[src/rtl/sonar_adc_capture_ctrl.sv]
// Sonar ADC capture controller: sequences cs_n/sclk for one serial ADC
// channel and presents each captured 14-bit sample on a valid/ready port.
// Ports: clk, reset (async, active-high), enable, trigger, clear_flags,
//   adc_sdata in; adc_cs_n, adc_sclk out; busy; sample/sample_valid with
//   sample_ready; sticky overrun and trig_miss flags.
module sonar_adc_capture_ctrl #(
    parameter int CLK_DIV      = 4,
    parameter int LEAD_BITS    = 2,
    parameter int DATA_BITS    = 14,
    parameter int QUIET_CYCLES = 8
) (
    input  logic        clk,
    input  logic        reset,
    input  logic        enable,
    input  logic        trigger,
    input  logic        clear_flags,
    input  logic        adc_sdata,
    output logic        adc_cs_n,
    output logic        adc_sclk,
    output logic        busy,
    output logic [13:0] sample,
    output logic        sample_valid,
    input  logic        sample_ready,
    output logic        overrun,
    output logic        trig_miss
);

    localparam logic [2:0] IDLE  = 3'd0;
    localparam logic [2:0] SETUP = 3'd1;
    localparam logic [2:0] SHIFT = 3'd2;
    localparam logic [2:0] DONE  = 3'd3;
    localparam logic [2:0] QUIET = 3'd4;

    localparam int N = LEAD_BITS + DATA_BITS;

    localparam logic [15:0] DIV_LAST = 16'(CLK_DIV - 1);
    localparam logic [7:0]  BIT_LAST = 8'(N - 1);
    // DONE already accounts for one quiet cycle, so QUIET holds the rest.
    localparam logic [15:0] Q_LAST =
        16'((QUIET_CYCLES > 1) ? (QUIET_CYCLES - 2) : 0);
    localparam logic [2:0] AFTER_DONE =
        (QUIET_CYCLES > 1) ? QUIET : IDLE;

    logic [2:0]  state;
    logic [15:0] div_cnt;
    logic [7:0]  bit_cnt;
    logic [15:0] q_cnt;
    logic        phase;
    logic [13:0] sreg;
    logic        div_end;
    logic        ovr_set;
    logic        miss_set;

    assign div_end  = (div_cnt == DIV_LAST);
    assign busy     = (state != IDLE);
    assign adc_cs_n = !((state == SETUP) || (state == SHIFT));
    assign adc_sclk = !((state == SHIFT) && !phase);

    assign ovr_set  = (state == DONE) && sample_valid && !sample_ready;
    assign miss_set = trigger && enable && (state != IDLE);

    always_ff @(posedge clk or posedge reset) begin
        if (reset) begin
            state   <= IDLE;
            div_cnt <= '0;
            bit_cnt <= '0;
            q_cnt   <= '0;
            phase   <= 1'b0;
            sreg    <= '0;
        end else begin
            unique case (state)
                IDLE: begin
                    if (trigger && enable) begin
                        state   <= SETUP;
                        div_cnt <= '0;
                    end
                end
                SETUP: begin
                    if (div_end) begin
                        state   <= SHIFT;
                        div_cnt <= '0;
                        phase   <= 1'b0;
                        bit_cnt <= '0;
                    end else begin
                        div_cnt <= div_cnt + 16'd1;
                    end
                end
                SHIFT: begin
                    if (div_end) begin
                        div_cnt <= '0;
                        if (!phase) begin
                            // Capture on the edge ending the low phase.
                            sreg  <= {sreg[12:0], adc_sdata};
                            phase <= 1'b1;
                        end else begin
                            phase <= 1'b0;
                            if (bit_cnt == BIT_LAST) begin
                                state <= DONE;
                            end else begin
                                bit_cnt <= bit_cnt + 8'd1;
                            end
                        end
                    end else begin
                        div_cnt <= div_cnt + 16'd1;
                    end
                end
                DONE: begin
                    q_cnt <= '0;
                    state <= AFTER_DONE;
                end
                QUIET: begin
                    if (q_cnt == Q_LAST) begin
                        state <= IDLE;
                    end else begin
                        q_cnt <= q_cnt + 16'd1;
                    end
                end
                default: state <= IDLE;
            endcase
        end
    end

    always_ff @(posedge clk or posedge reset) begin
        if (reset) begin
            sample       <= '0;
            sample_valid <= 1'b0;
            overrun      <= 1'b0;
            trig_miss    <= 1'b0;
        end else begin
            if (state == DONE) begin
                sample       <= sreg;
                sample_valid <= 1'b1;
            end else if (sample_valid && sample_ready) begin
                sample_valid <= 1'b0;
            end
            // Set events take priority over a simultaneous clear.
            overrun   <= ovr_set  | (overrun   & ~clear_flags);
            trig_miss <= miss_set | (trig_miss & ~clear_flags);
        end
    end

endmodule

[config.mk]
export PLATFORM = sky130hd
export DESIGN_NAME = sonar_adc_capture_ctrl
export DESIGN_NICKNAME = d
export VERILOG_FILES = /design/src/rtl/sonar_adc_capture_ctrl.sv
export SDC_FILE = /design/constraint.sdc
export NUM_CORES = 1
export LEC_CHECK = 0
export CAP_MARGIN = 40
export CORE_ASPECT_RATIO = 1.75
export CORE_UTILIZATION = 51
export CTS_BUF_LIST = sky130_fd_sc_hd__clkbuf_2
export CTS_CLUSTER_SIZE = 24
export DETAILED_ROUTE_END_ITERATION = 7
export GPL_ROUTABILITY_DRIVEN = 0
export PLACE_DENSITY = 0.71
export SLEW_MARGIN = 20
export SYNTH_ARGS = -nofsm -noshare
export SYNTH_HDL_FRONTEND = slang
export SYNTH_SLANG_ARGS = --single-unit
[constraint.sdc]
create_clock -name clk -period 5.87 [get_ports clk]
set_clock_uncertainty 0.1 [all_clocks]
set_input_delay 1.174 -clock clk [delete_from_list [all_inputs] [get_ports clk]]
set_output_delay 1.174 -clock clk [all_outputs]
set_load 0.02 [all_outputs]
==> results.cfg <==
[min_path]
hold_path.startpoint = sample[13]
worstHoldPathCells = 2
min_to = sample[13]
hold_path.class = flip-flop to flip-flop

[place]
placed_area_mm2 = 0.00390
hpwl_um = 4750
io_buffers = 26

[critical_path]
rr_worst_depth = 7
worst_path_max_delay_cell = clkdlybuf4s50_1
worst-r2r-setup-slack_ps = 3250
cp-end-kind = primary output
critical_path_depth = 3
path_buf_inv = 1
worst-path-max-fanout = 12
worst_path_largest_cell_delay_ps = 550
worst-setup-path-type = flip-flop to primary output
timing.critical_path.max_delay_family = simple AND/OR/NAND/NOR gates
crit_chain = nand2b_1 > or3_1 > clkdlybuf4s50_1
cp.arrival_ps = 2190
reg_to_reg_startpoint = q_cnt[0]
cp-start-kind = flip-flop
worstPathRequired_ps = 4600
r2r-end = state[0]

[timing]
slew-limit-headroom_pct = 52.7
grt_setup_unrepaired = no
totalNegativeSetupSlack_ps = 0
report.final.hold_viol_count = 0
period_needed_ps = 3460
fmax_mhz = 289
period_share_pct = 59.0
timing_worst_slew_pin_value_ps = 708
setup_viol = 0
timing_max_transition_violations_final = 0

[layout]
num_antenna_cells = 0
layout.cell_area.non_filler_mm2 = 0.00398
area_growth_pct = 11.7
layout.nets = 398
layout-drive-gt1-share_pct = 10.2

[synth]
synth-async-reset-ratio_pct = 100
netlist.area_leader.share_pct = 52.7
synthesis.area_per_instance_um2 = 9.87
synth_sequential_area_ratio_pct = 52.7
syn_inst = 361
synth_warnings = 0
synth_cell_types = 42
mapped_area_mm2 = 0.00356
synthMostInstantiatedCell = dfrtp_1
netlist.top_cell.by_area = dfrtp_1
postSynth.topFlopCell = dfrtp_1
netlist_top_cells_area = dfrtp_1, nand2_1, mux2_2
synth_enable_flop_cells = 0
synth.cells.most_frequent = dfrtp_1, nand2_1, nor2_1
synthesis.nets = 372
synth.ff_latch_count = 75

[grt]
initial_antenna_violation_count = 0
grt_overflow = 0
grt_pass1_wl_um = 11900
grt_start_max_net_pins = 47
first_global_vias = 2674
track_usage_pct = 21.3

[run_status]
outcome = completed

[floorplan]
start_util_pct = 52.4
fp.coreArea_mm2 = 0.00681
die-area_mm2 = 0.00734
floorplan.io_pins = 27
die_h_um = 113
fp.dieW_um = 65.2
placementRows = 40

[clocking]
post_cts_resize_count = 0
ctsHoldBuffers = 0
clkLatencyLatePin_ps = 540
clock_tree.buffer_depth = 2
cts-htree-levels = 3
clkSlewWorstSetupHoldPaths_ps = 210
clock_sink_count = 75
cts-buffers-inserted = 9
tritoncts_clock_tree = yes
postCtsSetupBuffers = 0
clockRootBuffer = clkbuf_2

[power]
power_mw = 1.32
max-vdd-ir-drop_uv = 309
power_leakage_nw = 1.84
pwr_density_cell_mw_per_mm2 = 332

[flow_run]
drv_cap = 0

[detailed_routing]
vias = 2682
antenna_left = 0
drt-wirelength-per-cell_um = 14.6
drt_iter0_drc = 188
drt_drc_violations_left = 0
drt_pre_antenna_iters = 4
per_cell_via_count_in_the_routed_design = 5.65
totalWireLength_um = 6950
[through the flow]
| step | hold WS, ps | instances | setup WS [ps] | utilization [%] |
|---|---|---|---|---|
| floorplan | 333 | 361 | 2690 | - |
| global placement | 355 | 459 | 2890 | 57.0 |
| detailed placement | 361 | 460 | 2850 | 57.3 |
| CTS | 402 | 475 | 2360 | 58.5 |
| global route | 424 | 475 | 2300 | 58.5 |
| finish | 400 | 475 | 2410 | 58.5 |
[kinds of logic (layout without fill, tap and decap cells)]
kind of cell	after synthesis	count (layout)	share of synthesized area (%)
flip-flops	75	75	52.7
adder cells (fa/ha/maj)	4	4	1.40
AND/OR/NAND/NOR	172	172	24.8
multiplexers	16	16	5.02
AO/OA/AOI/OAI	49	49	8.57
buffers and inverters	27	57	3.09
XOR/XNOR	18	18	4.42
[tightest hold or removal path, stage by stage (launching register included)]
cell and delay (ps):
dfrtp_1 390, nand2_1 50, nand2_1 60
[cells in the final DEF (no fill, tap or decap), types with 2 or more instances in the layout]
cell and count:
nor2_1 30, a22o_1 4, a31oi_1 4, or3_1 6, and2_1 7, dfrtp_1 75, nand2_1 55, o31ai_1 3
nand3_1 10, nor3_1 6, clkinvlp_4 3, mux2_2 15, and3_1 9, nand4_1 19, nor4_1 6, nor2b_1 4
inv_1 12, xor2_1 9, a21oi_1 9, o2bb2ai_1 2, clkdlybuf4s50_1 26, and4_1 4, o21ai_0 21, nor4_2 2
buf_4 2, ha_1 4, xnor2_1 9, nand2b_1 7, nor4b_1 2, clkbuf_2 10
[routing by layer]
metal | vias up | global-route usage [%] | wire [um]
met3 | 16 | 5.39 | 271
met4 | 0 | 10.3 | 168
li1 | 1312 | - | -
met1 | 1299 | 25.5 | 3080
met2 | 55 | 35.0 | 3430
met5 | - | 0 | 0
[report_power, final]
part / total [mW] / internal [mW] / switching, mW
sequential: 0.628 / 0.571 / 0.0577
clock: 0.234 / 0.0523 / 0.181
combinational: 0.459 / 0.176 / 0.283
[flip-flops by register name, indices dropped and copies added (netlist names), 3 cells and up]
signal,cells
bit_cnt,8
state,3
q_cnt,16
sreg,14
div_cnt,16
sample,14
[layout make-up]
class | instances | area [um^2]
clock buffers | 10 | 50.0
repair buffers | 29 | 290
inverters | 13 | 48.8
multi-input cells | 259 | 1580
fillers | 609 | 2830
well taps | 84 | 105
flip-flops and latches | 75 | 1880
clock inverters | 5 | 31.3
[worst max-delay path by stage]
| stage | from | end | slack, ps |
|---|---|---|---|
| 2_1_floorplan | reset | bit_cnt[0] | 2690 |
| 6_report | state[0] | adc_sclk | 2410 |
| 3_5_place_dp | enable | div_cnt[15] | 2850 |
| 4_1_cts | state[0] | adc_sclk | 2360 |
| 5_1_grt | state[0] | adc_sclk | 2300 |
| 3_3_place_gp | trigger | div_cnt[15] | 2890 |
(Power assumes the default switching activity.)
